**src/rtl/tdm_demux_1to4_pkg.sv**
```systemverilog
// Shared definitions for the 1-to-4 TDM demultiplexer: FSM state encoding
// and slot-counter geometry.
package tdm_pkg;

    localparam int NUM_SLOTS = 4;
    localparam int SLOT_W    = 2;

    typedef enum logic [1:0] {
        ST_HUNT    = 2'd0,
        ST_COLLECT = 2'd1,
        ST_ALIGNED = 2'd2
    } tdm_state_e;

endpackage : tdm_pkg

```
**src/rtl/tdm_demux_1to4_if.sv**
```systemverilog
// Bus bundle for the TDM demultiplexer: serial sample input on one side,
// parallel reassembled frame plus status on the other.
interface tdm_demux_1to4_if #(
    parameter int WIDTH = 8
);
    import tdm_pkg::*;

    logic                  in_valid;
    logic                  in_sof;
    logic [WIDTH-1:0]      in_data;
    logic [WIDTH-1:0]      out_a;
    logic [WIDTH-1:0]      out_b;
    logic [WIDTH-1:0]      out_c;
    logic [WIDTH-1:0]      out_d;
    logic                  out_valid;
    logic [SLOT_W-1:0]     slot;
    logic                  synced;
    logic                  frame_err;

    // Producer of the serial stream and consumer of the parallel frame.
    modport master (
        output in_valid, in_sof, in_data,
        input  out_a, out_b, out_c, out_d, out_valid, slot, synced, frame_err
    );

    // The demultiplexer itself.
    modport slave (
        input  in_valid, in_sof, in_data,
        output out_a, out_b, out_c, out_d, out_valid, slot, synced, frame_err
    );

endinterface : tdm_demux_1to4_if

```
**src/rtl/tdm_demux_1to4.sv**
```systemverilog
// 1-to-4 TDM demultiplexer. Collects slots a..c into staging registers and
// transfers the whole frame to the output bank on the edge that accepts
// slot d, so outputs only ever change to a complete, aligned frame.
module tdm_demux_1to4
    import tdm_pkg::*;
#(
    parameter int WIDTH = 8
) (
    input  logic              clk,
    input  logic              rst_n,
    tdm_demux_1to4_if.slave   bus
);

    tdm_state_e           state_r;
    logic [SLOT_W-1:0]    slot_r;
    logic [WIDTH-1:0]     s0_r;
    logic [WIDTH-1:0]     s1_r;
    logic [WIDTH-1:0]     s2_r;
    logic [WIDTH-1:0]     out_a_r;
    logic [WIDTH-1:0]     out_b_r;
    logic [WIDTH-1:0]     out_c_r;
    logic [WIDTH-1:0]     out_d_r;
    logic                 out_valid_r;
    logic                 synced_r;
    logic                 frame_err_r;

    // Frame alignment FSM, slot counter, staging and output bank in one register process.
    always_ff @(posedge clk or negedge rst_n) begin
        if (!rst_n) begin
            state_r     <= ST_HUNT;
            slot_r      <= {SLOT_W{1'b0}};
            s0_r        <= {WIDTH{1'b0}};
            s1_r        <= {WIDTH{1'b0}};
            s2_r        <= {WIDTH{1'b0}};
            out_a_r     <= {WIDTH{1'b0}};
            out_b_r     <= {WIDTH{1'b0}};
            out_c_r     <= {WIDTH{1'b0}};
            out_d_r     <= {WIDTH{1'b0}};
            out_valid_r <= 1'b0;
            synced_r    <= 1'b0;
            frame_err_r <= 1'b0;
        end else begin
            // Strobes are single-cycle; they are re-asserted below only when an event occurs.
            out_valid_r <= 1'b0;
            frame_err_r <= 1'b0;
            if (bus.in_valid) begin
                case (state_r)
                    ST_HUNT: begin
                        if (bus.in_sof) begin
                            s0_r     <= bus.in_data;
                            slot_r   <= 2'd1;
                            state_r  <= ST_COLLECT;
                            synced_r <= 1'b1;
                        end else begin
                            // Unaligned samples are silently discarded while hunting.
                            slot_r   <= 2'd0;
                        end
                    end
                    ST_COLLECT: begin
                        if (bus.in_sof) begin
                            // Early SOF: drop the partial frame and restart from this sample.
                            frame_err_r <= 1'b1;
                            s0_r        <= bus.in_data;
                            slot_r      <= 2'd1;
                        end else begin
                            case (slot_r)
                                2'd1: begin
                                    s1_r   <= bus.in_data;
                                    slot_r <= 2'd2;
                                end
                                2'd2: begin
                                    s2_r   <= bus.in_data;
                                    slot_r <= 2'd3;
                                end
                                2'd3: begin
                                    out_a_r     <= s0_r;
                                    out_b_r     <= s1_r;
                                    out_c_r     <= s2_r;
                                    out_d_r     <= bus.in_data;
                                    out_valid_r <= 1'b1;
                                    slot_r      <= 2'd0;
                                    state_r     <= ST_ALIGNED;
                                end
                                default: begin
                                    // Slot 0 cannot occur while collecting; recover by re-hunting.
                                    slot_r   <= 2'd0;
                                    state_r  <= ST_HUNT;
                                    synced_r <= 1'b0;
                                end
                            endcase
                        end
                    end
                    ST_ALIGNED: begin
                        if (bus.in_sof) begin
                            s0_r    <= bus.in_data;
                            slot_r  <= 2'd1;
                            state_r <= ST_COLLECT;
                        end else begin
                            // Missing SOF where one was due: alignment is lost.
                            frame_err_r <= 1'b1;
                            slot_r      <= 2'd0;
                            state_r     <= ST_HUNT;
                            synced_r    <= 1'b0;
                        end
                    end
                    default: begin
                        state_r  <= ST_HUNT;
                        slot_r   <= 2'd0;
                        synced_r <= 1'b0;
                    end
                endcase
            end else begin
                state_r <= state_r;
            end
        end
    end

    assign bus.out_a     = out_a_r;
    assign bus.out_b     = out_b_r;
    assign bus.out_c     = out_c_r;
    assign bus.out_d     = out_d_r;
    assign bus.out_valid = out_valid_r;
    assign bus.slot      = slot_r;
    assign bus.synced    = synced_r;
    assign bus.frame_err = frame_err_r;

endmodule : tdm_demux_1to4

```
**src/flat_wrapper.sv**
```systemverilog
// flat-port wrapper written by rule: the top's interface ports become plain ports
module tdm_demux_1to4_flat import tdm_pkg::*;
#(
    parameter int WIDTH = 8
)
  (clk, rst_n, bus_in_valid, bus_in_sof, bus_in_data, bus_out_a, bus_out_b, bus_out_c, bus_out_d, bus_out_valid, bus_slot, bus_synced, bus_frame_err);
  tdm_demux_1to4_if #(.WIDTH(WIDTH)) bus_i ();
  input  logic clk;
  input  logic rst_n;
  input wire logic [$bits(bus_i.in_valid)-1:0] bus_in_valid;
  input wire logic [$bits(bus_i.in_sof)-1:0] bus_in_sof;
  input wire logic [$bits(bus_i.in_data)-1:0] bus_in_data;
  output wire logic [$bits(bus_i.out_a)-1:0] bus_out_a;
  output wire logic [$bits(bus_i.out_b)-1:0] bus_out_b;
  output wire logic [$bits(bus_i.out_c)-1:0] bus_out_c;
  output wire logic [$bits(bus_i.out_d)-1:0] bus_out_d;
  output wire logic [$bits(bus_i.out_valid)-1:0] bus_out_valid;
  output wire logic [$bits(bus_i.slot)-1:0] bus_slot;
  output wire logic [$bits(bus_i.synced)-1:0] bus_synced;
  output wire logic [$bits(bus_i.frame_err)-1:0] bus_frame_err;
  assign bus_i.in_valid = bus_in_valid;
  assign bus_i.in_sof = bus_in_sof;
  assign bus_i.in_data = bus_in_data;
  assign bus_out_a = bus_i.out_a;
  assign bus_out_b = bus_i.out_b;
  assign bus_out_c = bus_i.out_c;
  assign bus_out_d = bus_i.out_d;
  assign bus_out_valid = bus_i.out_valid;
  assign bus_slot = bus_i.slot;
  assign bus_synced = bus_i.synced;
  assign bus_frame_err = bus_i.frame_err;
  tdm_demux_1to4 #(.WIDTH(WIDTH)) u_core (.clk(clk), .rst_n(rst_n), .bus(bus_i));
endmodule
```
**config.mk**
```make
export PLATFORM = sky130hd
export DESIGN_NAME = tdm_demux_1to4_flat
export DESIGN_NICKNAME = d
export VERILOG_FILES = /design/src/rtl/tdm_demux_1to4_pkg.sv /design/src/rtl/tdm_demux_1to4_if.sv /design/src/rtl/tdm_demux_1to4.sv /design/src/flat_wrapper.sv
export SDC_FILE = /design/constraint.sdc
export NUM_CORES = 1
export LEC_CHECK = 0
export BUFFER_PORTS_ARGS = -buffer_cell sky130_fd_sc_hd__buf_2
export CORE_MARGIN = 1
export CORE_UTILIZATION = 58
export DETAILED_ROUTE_END_ITERATION = 10
export GPL_TIMING_DRIVEN = 0
export PLACE_DENSITY = 0.83
export SLEW_MARGIN = 30
export SYNTH_ARGS = -nofsm -noshare
export SYNTH_HDL_FRONTEND = slang
export SYNTH_SLANG_ARGS = --single-unit
```
**constraint.sdc**
```tcl
create_clock -name clk -period 2.4 [get_ports clk]
set_input_delay 0.48 -clock clk [delete_from_list [all_inputs] [get_ports clk]]
set_output_delay 0.48 -clock clk [all_outputs]
set_load 0.01 [all_outputs]
```
==> reports/results.ini, run 1 <==
[run_status]
status = finished clean

[clock_tree]
clkSinkCount = 63
cts_resized = 0
clock_path_buffers = 2
clk_latency_ps = 330
cts_setup_buffers = 0
htreeDepth = 3
cts_tree = yes
clkTransAtPathRegs_ps = 70
numCtsBuffers = 9
clock-root-buffer = clkbuf_8
cts-hold-fix-buffers = 0

[global_route]
grt_antenna_before_repair = 0
grt_pass1_wl_um = 7480
grt_usage_pct = 23.1
grt.overflow.total = 0
grt_pass1_vias = 1582
grt_max_degree = 64

[drt]
first_iter_violations = 65
drc = 0
ant_nets = 0
num_vias = 1507
first_pass_iters = 4
wl_um = 4750
wl_per_cell_um = 17.4
vias_per_cell = 5.54

[timing]
fin_crit_sh_pct = 65.7
slew_viol_final = 0
period_minus_slack_ps = 1580
timing.setup.tns_ps = 0
hold_ws_ps = 213
tightest_slew_ps = 750
setup_slack_ps = 824
setup_viol = 0
finalHoldViolCount = 0
fmax_mhz = 635
relSlewSlack_pct = 50.0
finClkSkew_ps = 4.01
rsz0062_at_grt = false

[logic_synthesis]
synth_top_area_share_pct = 60.6
ys.warnings.count = 0
ys_types = 24
synth_nets = 175
postSynthCellCount = 158
netlist_area_um2 = 2600
ys_seq_area_share_pct = 60.6
synth_top_cell_by_area = dfrtp_1
yosys_register_bits = 63
avgSynthCellArea_um2 = 16.5
synthTopCellsByArea = dfrtp_1 61%, mux2_4 16%, mux2_2 12%

[worst_hold_path]
holdCritPathClass = in -> async

[worst_setup_path]
slowest_delay_ps = 450
worst-path-buf-inv = 1
cp-start-kind = register
critPathTopFamily = simple AND/OR/NAND/NOR gates
crit_path_top_delay_cell = dfrtp_1
cp_cell_sequence = and4bb_4, nand2_4, buf_6, mux2_4
setup.worst_path.end_class = register
critical_path.max_fanout = 10
arrival_ps = 1790
critical_path_class = reg -> reg
required_ps = 2620

[finish]
nNetsFinal = 234
final_cell_mix = 63 x dfrtp_1, 48 x buf_2, 28 x mux2_2, 28 x mux2_4, 11 x clkbuf_8
layout_commonest_cell = dfrtp_1
syn_to_final_growth_pct = 18.5
antenna_cells = 0
fin_area_um2 = 3080
drive_above_1_share_pct = 57.2

[pwr]
ir_drop_uv = 580
p_int_uw = 2290
combPwrFrac_pct = 24.8
netSwitchingPower_uw = 889
power_leakage_uw = 0.00170
p_seq_share_pct = 49.5
powerDensity_nw_per_um2 = 1030
swShare_pct = 28.0
pwr-share-clk_pct = 25.7

[floorplan]
io_pins = 49
die_h_um = 69.0
die_w_um = 69.0
num_rows = 23
core_area_um2 = 4140
initial_core_util_pct = 62.8
die_area_um2 = 4760

[place]
dpl_worst_slack_ps = 699
gp_congestion = 0.926
port_buffers = 48
dp_hpwl_um = 3190
placed_area_um2 = 2910

[flow_run]
drv_cap = 0

==> synth_stat cells <==
| library cell | count |
|---|---|
| nand2_1 | 3 |
| dfrtp_1 | 63 |
| ha_1 | 5 |
| buf_2 | 1 |
| nand4b_1 | 1 |
| nand2_2 | 2 |
| o2bb2ai_1 | 1 |
| and3_1 | 2 |
| nor2b_1 | 3 |
| buf_4 | 1 |
| o22ai_1 | 1 |
| mux2_4 | 28 |
| mux2_2 | 28 |
| nand3b_1 | 1 |
| inv_1 | 4 |
| nor2_1 | 1 |
| a211o_1 | 1 |
| o211ai_1 | 1 |
| and4bb_4 | 1 |
| nand2_4 | 1 |
| nor3b_1 | 1 |
| o21ai_0 | 3 |
| buf_6 | 3 |
| a21oi_1 | 2 |
==> per-stage QoR <==
step	total power (µW)	utilization [%]	instances
floorplan	2060	-	158
global placement	2320	70.1	256
detailed placement	2380	70.2	256
CTS	3190	74.4	272
global route	3340	74.4	272
finish	3180	74.4	272
==> kinds of logic (layout without fill, tap and decap cells) <==
kind of cell / after synthesis / in the layout / share of synthesized area (%)
buffers and inverters: 9 / 73 / 2.36
adder cells (fa/ha/maj): 5 / 5 / 2.40
AO/OA/AOI/OAI: 9 / 9 / 2.16
flip-flops: 63 / 63 / 60.6
AND/OR/NAND/NOR: 16 / 16 / 4.23
multiplexers: 56 / 56 / 28.3
==> worst reg2reg max path: cells and delay by family (launching register included) <==
kind,cells,cell delay [ps]
DFF,1,450
and+or+nand+nor,2,520
muxes,1,310
buffers and inverters,1,180
==> routing by layer <==
layer | routed length, µm | vias to the layer above | global-route usage, %
met5 | 0 | - | 0
met4 | 112 | 0 | 11.7
met3 | 174 | 10 | 6.91
met2 | 2340 | 50 | 37.0
met1 | 2120 | 772 | 28.2
li1 | - | 675 | -
==> power groups by stage <==
stage	Combinational [µW]	Sequential, µW	Clock [µW]
6_report	788	1570	817
5_1_grt	864	1610	871
4_1_cts	799	1570	822
3_5_place_dp	796	1590	0
3_3_place_gp	765	1560	0
2_1_floorplan	437	1630	0
==> worst paths after layout <==
path / start / end / slack (ps) / depth (start not counted)
hold / removal: rst_n / u_core.bus.out_c[6] / 210 / 1
setup reg to reg: u_core.state_r[1] / u_core.bus.out_d[0] / 820 / 4
min in group clk: bus_in_data[1] / u_core.bus.out_d[1] / 430 / 2
max in group asynchronous: rst_n / u_core.s0_r[6] / 1690 / 1
hold reg to reg: u_core.s2_r[3] / u_core.s2_r[3] / 510 / 1
setup / recovery: u_core.state_r[1] / u_core.bus.out_d[0] / 820 / 4
==> area by class of cell <==
cell class                 instances  area [µm²]
buffer                             5        46.3
clock buffer                      13         159
clock inverter                     3        17.5
fill                             277        1060
inverter                           4        15.0
multi-input combinational         86         965
sequential                        63        1580
tap                               50        62.6
timing repair buffer              48         243
==> state kept, by name (all words and copies together), names as in the netlist, 2 cells and up <==
name	count
u_core.bus.out_d	8
u_core.bus.out_c	8
u_core.state_r	2
u_core.bus.slot	2
u_core.bus.out_b	8
u_core.bus.out_a	8
u_core.s0_r	8
u_core.s2_r	8
u_core.s1_r	8
Note: power is estimated with default switching activity, not from simulation.
==> run 2: changes to the inputs <==
Settings changed: ABC_AREA set to 1, CORE_UTILIZATION 58 to 54, PLACE_DENSITY 0.83 to 0.78.
Clock period 2.4 ns to 1.55 ns, I/O delays scaled along.
==> reports/results.ini, run 2 <==
[run_status]
status = finished clean

[flow_run]
drv_cap = 0

[place]
port_buffers = 48
dpl_worst_slack_ps = 94.8
dpl.cell_count = 407
gp_congestion = 0.792
dp_hpwl_um = 3580

[logic_synthesis]
postSynthCellCount = 292
ys.warnings.count = 0
avgSynthCellArea_um2 = 9.03
async_flop_share_pct = 100
ys_types = 19
synth_edf_count = 0
ys_seq_area_share_pct = 59.8
synth_common_cells = 119 x nand2_1, 63 x dfrtp_1, 58 x o21ai_0
synth_top_area_share_pct = 59.8
synth_nets = 309
synth_top_cell_by_area = dfrtp_1
synth_ff_type = dfrtp_1
synthTopCellsByArea = dfrtp_1 60%, nand2_1 17%, o21ai_0 11%
yosys_register_bits = 63
netlist_area_um2 = 2640
yosysMostFrequentCell = nand2_1

[drt]
drc = 0
ant_nets = 0
wl_per_cell_um = 12.8
first_iter_violations = 177
wl_um = 5410
first_pass_iters = 4
vias_per_cell = 5.09
num_vias = 2152

[finish]
multi_input_area_um2 = 936
layout_commonest_cell = nand2_1
nNetsFinal = 368
final_cells = 423
final_cell_mix = 118 x nand2_1, 63 x dfrtp_1, 56 x o21ai_0, 50 x buf_2, 14 x inv_1
nFillCells = 408
drive_above_1_share_pct = 22.8
syn_to_final_growth_pct = 20.5
seqCellArea_um2 = 1580
antenna_cells = 0

[clock_tree]
numCtsBuffers = 9
cts-hold-fix-buffers = 0
cts_setup_buffers = 0
clkTransAtPathRegs_ps = 70
cts_tree = yes
clock-root-buffer = clkbuf_8
cts_resized = 0
clk_latency_ps = 330
clock_path_buffers = 2
clkSinkCount = 63
htreeDepth = 3

[timing]
relSlewSlack_pct = 46.3
setup_viol = 0
tightest_slew_ps = 805
fin_crit_sh_pct = 89.8
fmax_mhz = 718
setup_slack_ps = 158
timing.setup.tns_ps = 0
period_minus_slack_ps = 1390
finalHoldViolCount = 0
finClkSkew_ps = 5.32
rsz0062_at_grt = true
slew_viol_final = 0

[worst_setup_path]
required_ps = 1820
timing.rr.end = u_core.s1_r[4]
arrival_ps = 1670
r2r_slack_ps = 160
critical_path_class = reg -> reg
cp-endpoint = u_core.s1_r[4]
setup.worst_path.end_class = register
crit_start = u_core.bus.slot[1]
critical_path.max_fanout = 9
r2r_start = u_core.bus.slot[1]
rr_worst_depth = 6
cp-start-kind = register

[pwr]
power_leakage_uw = 0.00185
totalPowerFinal_uw = 4740
ir_drop_uv = 656
powerDensity_nw_per_um2 = 1490

[global_route]
grt.overflow.total = 0
grt_max_degree = 64
grt_antenna_before_repair = 0
grt_pass1_wl_um = 9300
grt_pass1_vias = 2001
grt_usage_pct = 24.1

[worst_hold_path]
holdCritPathClass = in -> async

[floorplan]
initial_core_util_pct = 55.8
die_area_um2 = 5170
io_pins = 49
core_area_um2 = 4720
die_w_um = 71.9
die_h_um = 71.9
num_rows = 25

## run 2: kinds of logic (layout without fill, tap and decap cells)
kind of cell	after synthesis	count (layout)	synth area share (%)
adders and majority gates	5	5	2.37
and+or+nand+nor	133	133	21.1
AOI/OAI and AO/OA	62	62	12.0
DFF	63	63	59.8
buffers and inverters	29	93	4.84
## run 2: how the worst min path moves through the flow
stage                            startpoint                   end  slack (ps)  cells after the start
after detailed placement              rst_n   u_core.bus.out_a[7]         440                      1
after global placement    u_core.bus.synced     u_core.bus.synced         450                      2
after floorplan                       rst_n  u_core.bus.frame_err          10                      0
final                                 rst_n   u_core.bus.out_a[7]          60                      1
after global routing                  rst_n   u_core.bus.out_a[7]         110                      1
after CTS                             rst_n   u_core.bus.out_a[4]          80                      1
## run 2: final cells by class
class | instances | area share (%)
Timing Repair Buffer | 48 | 7.63
Sequential cell | 63 | 49.6
Multi-Input combinational cell | 200 | 29.4
Clock inverter | 3 | 1.26
Tap cell | 67 | 2.64
Clock buffer | 13 | 5.31
Inverter | 17 | 2.01
Buffer | 12 | 2.13
## run 2: per-layer routing
metal	track usage, %	up-vias	routed length, µm
li1	-	1052	-
met1	33.4	1025	2600
met2	36.2	62	2420
met3	6.05	13	240
met4	10.7	0	142
met5	0	-	0
## run 2: critical path: stages, from the launching register on
cell	delay (ps)
dfrtp_1	430
inv_1	110
ha_1	170
nand2_1	220
nor2_4	260
nand2_1	90
nand2_1	70
## run 2: power breakdown
group	internal (µW)	switching [µW]
Clock	870	609
Sequential	2050	214
Combinational	371	624
## run 2: metrics by stage
step / cell area [µm²] / util [%] / hold slack, ps
final: 3180 / 67.3 / 58.4
after global routing: 3180 / 67.3 / 105
after CTS: 3170 / 67.2 / 77.6
after detailed placement: 2960 / 62.8 / 440
after global placement: 2960 / 62.7 / 451
after floorplan: 2640 / - / 14.4
